--- config.mk ---
export PLATFORM = sky130hd
export DESIGN_NAME = uart_tx_p
export DESIGN_NICKNAME = d
export VERILOG_FILES = /design/src/rtl/uart_pkg.sv /design/src/rtl/uart_baud_gen.sv /design/src/rtl/uart_tx_p.sv
export SDC_FILE = /design/constraint.sdc
export NUM_CORES = 1
export LEC_CHECK = 0
export ABC_AREA = 1
export ABC_CLOCK_PERIOD_IN_PS = 3600
export CORE_AREA = 8 8 94 96
export CTS_CLUSTER_DIAMETER = 40
export DETAILED_ROUTE_END_ITERATION = 6
export DIE_AREA = 0 0 102 104
export GPL_ROUTABILITY_DRIVEN = 0
export PLACE_DENSITY = 0.66
export SETUP_SLACK_MARGIN = 0.02
export SLEW_MARGIN = 0
export SYNTH_ARGS = -nofsm -noshare
export SYNTH_HDL_FRONTEND = slang
export SYNTH_SLANG_ARGS = --single-unit
--- constraint.sdc ---
create_clock -name clk -period 3.6 [get_ports clk]
set_input_delay 0.72 -clock clk [delete_from_list [all_inputs] [get_ports clk]]
set_output_delay 0.72 -clock clk [all_outputs]
set_load 0.01 [all_outputs]
--- src/rtl/uart_pkg.sv ---
// uart_pkg: parity modes and transmitter state encoding shared by the UART blocks
package uart_pkg;
   localparam int PAR_NONE = 0;
   localparam int PAR_ODD = 1;
   localparam int PAR_EVEN = 2;
   typedef enum logic [2:0] {IDLE, START, DATA, PAR, STOP} tx_state_t;
endpackage

--- src/rtl/uart_baud_gen.sv ---
// uart_baud_gen: loadable bit-period down-counter, tick marks the last cycle of a bit
module uart_baud_gen #(
   parameter int DIV_W = 16
) (
   input  logic             clk,
   input  logic             rst,
   input  logic             load,
   input  logic [DIV_W-1:0] val,
   output logic             tick
);
   logic [DIV_W-1:0] cnt;
   always_ff @(posedge clk)
      if (rst) cnt <= '0;
      else if (load) cnt <= val - DIV_W'(1);
      else if (cnt != '0) cnt <= cnt - DIV_W'(1);
   assign tick = cnt == '0;
endmodule

--- src/rtl/uart_tx_p.sv ---
// uart_tx_p: parametrised UART transmitter with built-in baud divider
module uart_tx_p
   import uart_pkg::*;
#(
   parameter int DATA_BITS = 8,
   parameter int PARITY = 0,
   parameter int STOP_BITS = 1,
   parameter int DIV_W = 16
) (
   input  logic                 clk,
   input  logic                 rst,
   input  logic [DIV_W-1:0]     div,
   input  logic                 data_rdy,
   input  logic [DATA_BITS-1:0] data,
   output logic                 out,
   output logic                 fetch,
   output logic                 busy
);
   localparam int IW = $clog2(DATA_BITS + 1);
   localparam logic [IW-1:0] LAST_D = IW'(DATA_BITS - 1);
   localparam logic [IW-1:0] LAST_S = IW'(STOP_BITS - 1);
   if (DATA_BITS < 5 || DATA_BITS > 9 || PARITY < 0 || PARITY > 2 || STOP_BITS < 1 || STOP_BITS > 2) begin : g_bad
      $error("uart_tx_p: illegal DATA_BITS/PARITY/STOP_BITS");
   end
   tx_state_t state, state_d;
   logic [DATA_BITS-1:0] sh, sh_d;
   logic [IW-1:0] idx, idx_d;
   logic [DIV_W-1:0] dv, bit_div;
   logic par, par_d, tick, latch, load, out_d;
   uart_baud_gen #(.DIV_W(DIV_W)) u_baud (
      .clk(clk),
      .rst(rst),
      .load(load),
      .val(bit_div),
      .tick(tick)
   );
   always_ff @(posedge clk)
      if (rst) state <= IDLE;
      else state <= state_d;
   // idx counts data bits in DATA and stop bits in STOP; it clears on every state change
   always_comb begin
      state_d = state;
      latch = 1'b0;
      case (state)
         IDLE: begin
            latch = data_rdy;
            state_d = data_rdy ? START : IDLE;
         end
         START: state_d = tick ? DATA : START;
         DATA: state_d = (tick && idx == LAST_D) ? ((PARITY != PAR_NONE) ? PAR : STOP) : DATA;
         PAR: state_d = tick ? STOP : PAR;
         STOP: if (tick && idx == LAST_S) begin
            latch = data_rdy;
            state_d = data_rdy ? START : IDLE;
         end
         default: state_d = IDLE;
      endcase
   end
   always_comb begin
      load = latch || (tick && state != IDLE);
      bit_div = latch ? ((div == '0) ? DIV_W'(1) : div) : dv;
      sh_d = latch ? data : (state == DATA && tick) ? sh >> 1 : sh;
      par_d = latch ? ((PARITY == PAR_ODD) ? ~^data : ^data) : par;
      idx_d = (state_d != state) ? '0 : (tick && state != IDLE) ? idx + 1'b1 : idx;
   end
   always_comb
      out_d = (state_d == START) ? 1'b0 : (state_d == DATA) ? sh_d[0] : (state_d == PAR) ? par_d : 1'b1;
   always_ff @(posedge clk)
      if (rst) begin
         sh <= '0;
         par <= 1'b0;
         idx <= '0;
         dv <= '0;
         out <= 1'b1;
         fetch <= 1'b0;
         busy <= 1'b0;
      end else begin
         sh <= sh_d;
         par <= par_d;
         idx <= idx_d;
         dv <= bit_div;
         out <= out_d;
         fetch <= latch;
         busy <= state_d != IDLE;
      end
endmodule
**Word-level counts from Yosys, hierarchy flattened**

Cells that the tools add are included.

- Logic and storage cells: 56
- Flip-flop bits (word level): 51
- Output and inout bits: 3

- $add $sub $neg: 3
- Muxes and demuxes: 18
- Equal/unequal tests: 9
- Reduce and logical (&&, ||, !) cells: 16

Operator list:

| cell | number |
|---|---|
| 16-bit two-way mux | 4 |
| 16-bit logical NOT | 2 |
| 16-bit by 1-bit subtractor with 16-bit output, second input constant | 2 |
| 8-bit two-way mux | 2 |
| 16-bit nonzero test | 1 |
| 3-bit one-hot mux with 5 select lines | 1 |
| 3-bit by 2-bit equality test with 1-bit output, second input constant | 4 |
| 3-bit two-way mux | 3 |
| 8-bit XOR reduction | 1 |
| 3-bit by 1-bit equality test with 1-bit output, second input constant | 2 |
| 1-bit two-way mux | 6 |
| 3-bit nonzero test | 2 |
| 4-bit by 1-bit adder with 4-bit output, second input constant | 1 |
| 4-bit by 3-bit equality test with 1-bit output, second input constant | 1 |
| 1-bit logical AND | 4 |
| 4-bit logical NOT | 1 |
| 2-bit nonzero test | 2 |
| 3-bit equality test, second input constant | 1 |
| 3-bit logical NOT | 1 |
| 3-bit != test | 1 |
| 2-bit two-way mux | 1 |
| 1-bit one-hot mux with 2 select lines | 1 |
| 2-bit OR reduction | 1 |
| 1-bit logical OR | 1 |

**Depth between registers and ports, before layout**

- Depth in word-level cells: 8
- Depth in mapped cells: 21
- Mapped depth without buffers: 20

**Modules after synthesis**

Synthesis repeated with hierarchy kept, for this count alone.

- Cells, all modules: 500
- Area, all modules: 3,128.0 um^2

Modules (own cells, without submodules):

| module | area an instance (um^2) | sequential area each (um^2) | cells each | times used |
|---|---|---|---|---|
| uart_tx_p | 1,860.5 | 700.7 | 287 | 1 |
| uart_baud_gen | 1,267.5 | 320.3 | 213 | 1 |

**Worst setup path after synthesis**

Ideal clock, no wire load.

- Path type: register -> register
- Start: register idx[0]
- End: register u_baud.cnt[14]
- Stages on the path, launching flop included: 19
- Period minus slack after synthesis: 2,343 ps
- Data arrival time: 2,218 ps
- Buffers on the path: 1
- Setup slack: 1,257 ps
- Cell sequence: dfxtp_1 inv_1 ha_1 nor3b_1 nand3_2 nand2_4 nand2_4 nand2_4 buf_6 or2_1 nand2_1 ha_1 nand3_1 nor3_1 nand2_1 nand2_1 nand2_1 nand2_1 nor2_2

- Word-level cells in the longest chain between the ends: 7
- Elaborated cells between the ends (all ways): 9

RTL lines:

| what | line | text |
|---|---|---|
| start: declaration | uart_tx_p.sv:27 | `logic [IW-1:0] idx, idx_d;` |
| start signal: assignment | uart_tx_p.sv:80 | `idx <= idx_d;` |
| 4-bit logical NOT (*) | uart_tx_p.sv:52 | `STOP: if (tick && idx == LAST_S) begin` |
| 1-bit logical AND (*) | uart_tx_p.sv:52 |  |
| 1-bit two-way mux (*) | uart_tx_p.sv:52 |  |
| 1-bit one-hot mux with 2 select lines (*) | uart_tx_p.sv:44 | `case (state)` |
| 16-bit two-way mux | uart_tx_p.sv:61 | `bit_div = latch ? ((div == '0) ? DIV_W'(1) : div) : dv;` |
| 16-bit by 1-bit subtractor with 16-bit output | uart_baud_gen.sv:14 | `else if (load) cnt <= val - DIV_W'(1);` |
| 16-bit two-way mux | uart_baud_gen.sv:14 |  |
| end signal: assignment | uart_baud_gen.sv:14 |  |
| end signal: assignment | uart_baud_gen.sv:15 | `else if (cnt != '0) cnt <= cnt - DIV_W'(1);` |
| end: declaration | uart_baud_gen.sv:11 | `logic [DIV_W-1:0] cnt;` |

Every way passes the cells marked *; elsewhere a longest branch is shown, timed or not.
A chain may end at the register's enable or synchronous reset.

**Final worst setup path**

Ends and elaborated chain as after synthesis.

==> flow_summary_export.csv <==
group,metric,value,unit
setup_path,reg2reg_slack,0.60,ns
detailed_routing,viasPerCell,4.75,
finish,final_cell_mix,"113 x nand2_1, 56 x nor2_1, 51 x dfxtp_1",
synthesis,synth_warnings,0,
clocking,clk_latency,0.31,ns
finish,area_growth,14.9,%
floorplan,start_util,38.8,%
sta,rsz0062_at_grt,"no",
sta,tightestPinTransition,0.524,ns
place,place.port_buffers,29,
sta,min_period_over_period,83.3,%
setup_path,cp-end-kind,"flip-flop",
sta,finalHoldViolCount,0,
finish,n_fill_cell,800,
setup_path,r2r_start,"idx[0]",
clocking,path_clk_slew,0.10,ns
setup_path,path_max_fanout,29,
run_status,outcome,"complete, no violations",
clocking,cts_tree,"done",
sta,slew_viol_final,0,
pwr,peakVddDrop,0.177,mV
synthesis,synthDistinctLibCells,38,
min_path,min_from,"dv[13]",
detailed_routing,post-route-drc-count,0,
synthesis,synth-seq-cells,51,
setup_path,start_kind,"flip-flop",
clocking,clk_root_buffer_cell,"clkbuf_8",
global_routing,grt_overflow,0,
global_routing,grt_pass1_wl,11.6,mm
min_path,worstHoldEndpoint,"dv[13]",
global_routing,antenna_found_initial,0,
setup_path,crit_arrival,3.20,ns
sta,setup_viol,0,
setup_path,critPathKind,"reg2reg",
global_routing,grt_pass1_vias,2451,
clocking,cts_buffers,5,
clocking,htreeDepth,2,
floorplan,core,7450,µm²
run,maxCapViolCount,0,
setup_path,cp-startpoint,"idx[0]",
sta,clock_skew,0.0111,ns
pwr,p_leak,1.46,nW
clocking,cts_max_path_buffers,2,
detailed_routing,ant_nets,0,
setup_path,rr_worst_depth,17,
floorplan,dieArea,10600,µm²
finish,layout-drive-gt1-share,10.3,%
place,post-place-cells,549,
clocking,cts_resized,0,
setup_path,cp.required,3.80,ns
floorplan,fp-row-count,32,
synthesis,post_synth.cell_area_avg,6.72,µm²
sta,slew_headroom,65.0,%
sta,max_freq,0.333,GHz
min_path,min_path_type,"reg2reg",
finish,final_cells,557,
detailed_routing,vias,2646,
detailed_routing,post_drt_wl_per_cell,12.0,µm
setup_path,timing.rr.end,"u_baud.cnt[14]",
place,dpl_cell_area,3220,µm²
sta,fin_tns_setup,0,ns
min_path,hold_depth,2,
clocking,clock_sinks,51,
floorplan,die_h,104,µm
finish,final_cell_area,3320,µm²
detailed_routing,first_pass_iters,4,
synthesis,syn_nets,460,
global_routing,grt_max_degree,34,
finish,fin_nets,484,
detailed_routing,drt_first_iter_violations,127,
place,dp_hpwl,5.07,mm
global_routing,grtUsageTotal,13.3,%
synthesis,synthCells,430,
clocking,post_cts_buffers,0,
pwr,power,2.15,mW
pwr,p_per_area,647,nW/µm²
synthesis,syn_area,2890,µm²
finish,diodes,0,
finish,post-route-util,44.6,%
floorplan,pin_count,30,
synthesis,seq_area_frac_synth,35.3,%
finish,final_common_cell,"nand2_1",
detailed_routing,finalWirelength,6.68,mm
clocking,hold_buffers,0,
sta,finalCriticalPeriod,3.00,ns
floorplan,dieWidth,102,µm
flip-flops by register name, indices dropped and copies added (netlist names):
signal	flops
dv	16
u_baud.cnt	16
sh	8
idx	4
state	3
busy	1
fetch	1
out	1
par	1
cell families after synthesis:
logic type | synth area share, %
compound gates | 9.23
xor+xnor | 3.64
fa+ha+maj | 1.30
buf+inv | 10.7
flops | 35.3
simple gates | 39.8
worst max-delay path: stages, from the launching register on:
cell     delay [ns]
dfxtp_1        0.36
inv_1          0.07
ha_1           0.13
nor3b_1        0.29
nand3_2        0.14
nand2_4        0.19
nand2_4        0.25
nand2_4        0.29
nand3_1        0.12
o21ai_2        0.11
ha_1           0.21
nand3_1        0.13
nor3_1         0.29
nand2_1        0.09
nand2_1        0.06
nand2_1        0.06
nand2_1        0.07
nor2_2         0.04
where the power goes:
group / switching, mW / internal [mW] / total (mW)
Sequential: 0.0594 / 0.681 / 0.740
Clock: 0.193 / 0.158 / 0.351
Combinational: 0.689 / 0.365 / 1.05
routing by layer:
| layer | vias to the layer above | global-route usage (%) | wire length, µm |
|---|---|---|---|
| met5 | - | 0 | 0 |
| met4 | 0 | 4.93 | 123 |
| met3 | 8 | 1.94 | 266 |
| met2 | 47 | 20.2 | 2960 |
| met1 | 1181 | 18.4 | 3330 |
| li1 | 1410 | - | - |
Yosys cell counts, drive strengths merged:
| cell type | instances | area share [%] |
|---|---|---|
| nand2 | 129 | 19 |
| nor2 | 66 | 10 |
| inv | 52 | 6.8 |
| dfxtp | 51 | 35 |
| nand3 | 42 | 7.8 |
| a21oi | 17 | 2.9 |
| a31oi | 12 | 2.6 |
| o21ai | 12 | 2.9 |
| buf | 9 | 2.9 |
| nand4 | 7 | 1.5 |
| xnor2 | 7 | 2.1 |
| clkbuf | 6 | 0.82 |
| xor2 | 5 | 1.5 |
| ha | 3 | 1.3 |
| nor3 | 2 | 0.35 |
| or2 | 2 | 0.43 |
| and2 | 1 | 0.22 |
| clkinv | 1 | 0.13 |
| nand3b | 1 | 0.26 |
| nor3b | 1 | 0.26 |
| nor4 | 1 | 0.22 |
| o2111ai | 1 | 0.30 |
| o21bai | 1 | 0.26 |
| o31ai | 1 | 0.26 |
layout make-up:
class,count,area (µm²),share of cell area [%]
Timing Repair Buffer,32,313,9.43
Inverter,53,201,6.07
Multi-Input combinational cell,311,1560,47.0
Clock inverter,1,8.76,0.264
Tap cell,102,128,3.85
Clock buffer,7,86.3,2.60
Sequential cell,51,1020,30.8
metrics by stage:
stage	setup slack, ns	hold WS [ns]
floorplan	1.26	0.444
global placement	0.479	0.455
detailed placement	0.428	0.468
CTS	0.555	0.481
global route	0.265	0.503
finish	0.600	0.479
worst max-delay path by stage:
stage	to	slack, ns	depth (start not counted)
6_report	u_baud.cnt[14]	0.60	17
5_1_grt	u_baud.cnt[12]	0.27	19
4_1_cts	u_baud.cnt[14]	0.55	17
3_5_place_dp	u_baud.cnt[14]	0.43	15
3_3_place_gp	u_baud.cnt[14]	0.48	15
2_1_floorplan	u_baud.cnt[14]	1.26	18
No activity file was read; power rests on OpenSTA's default activity.
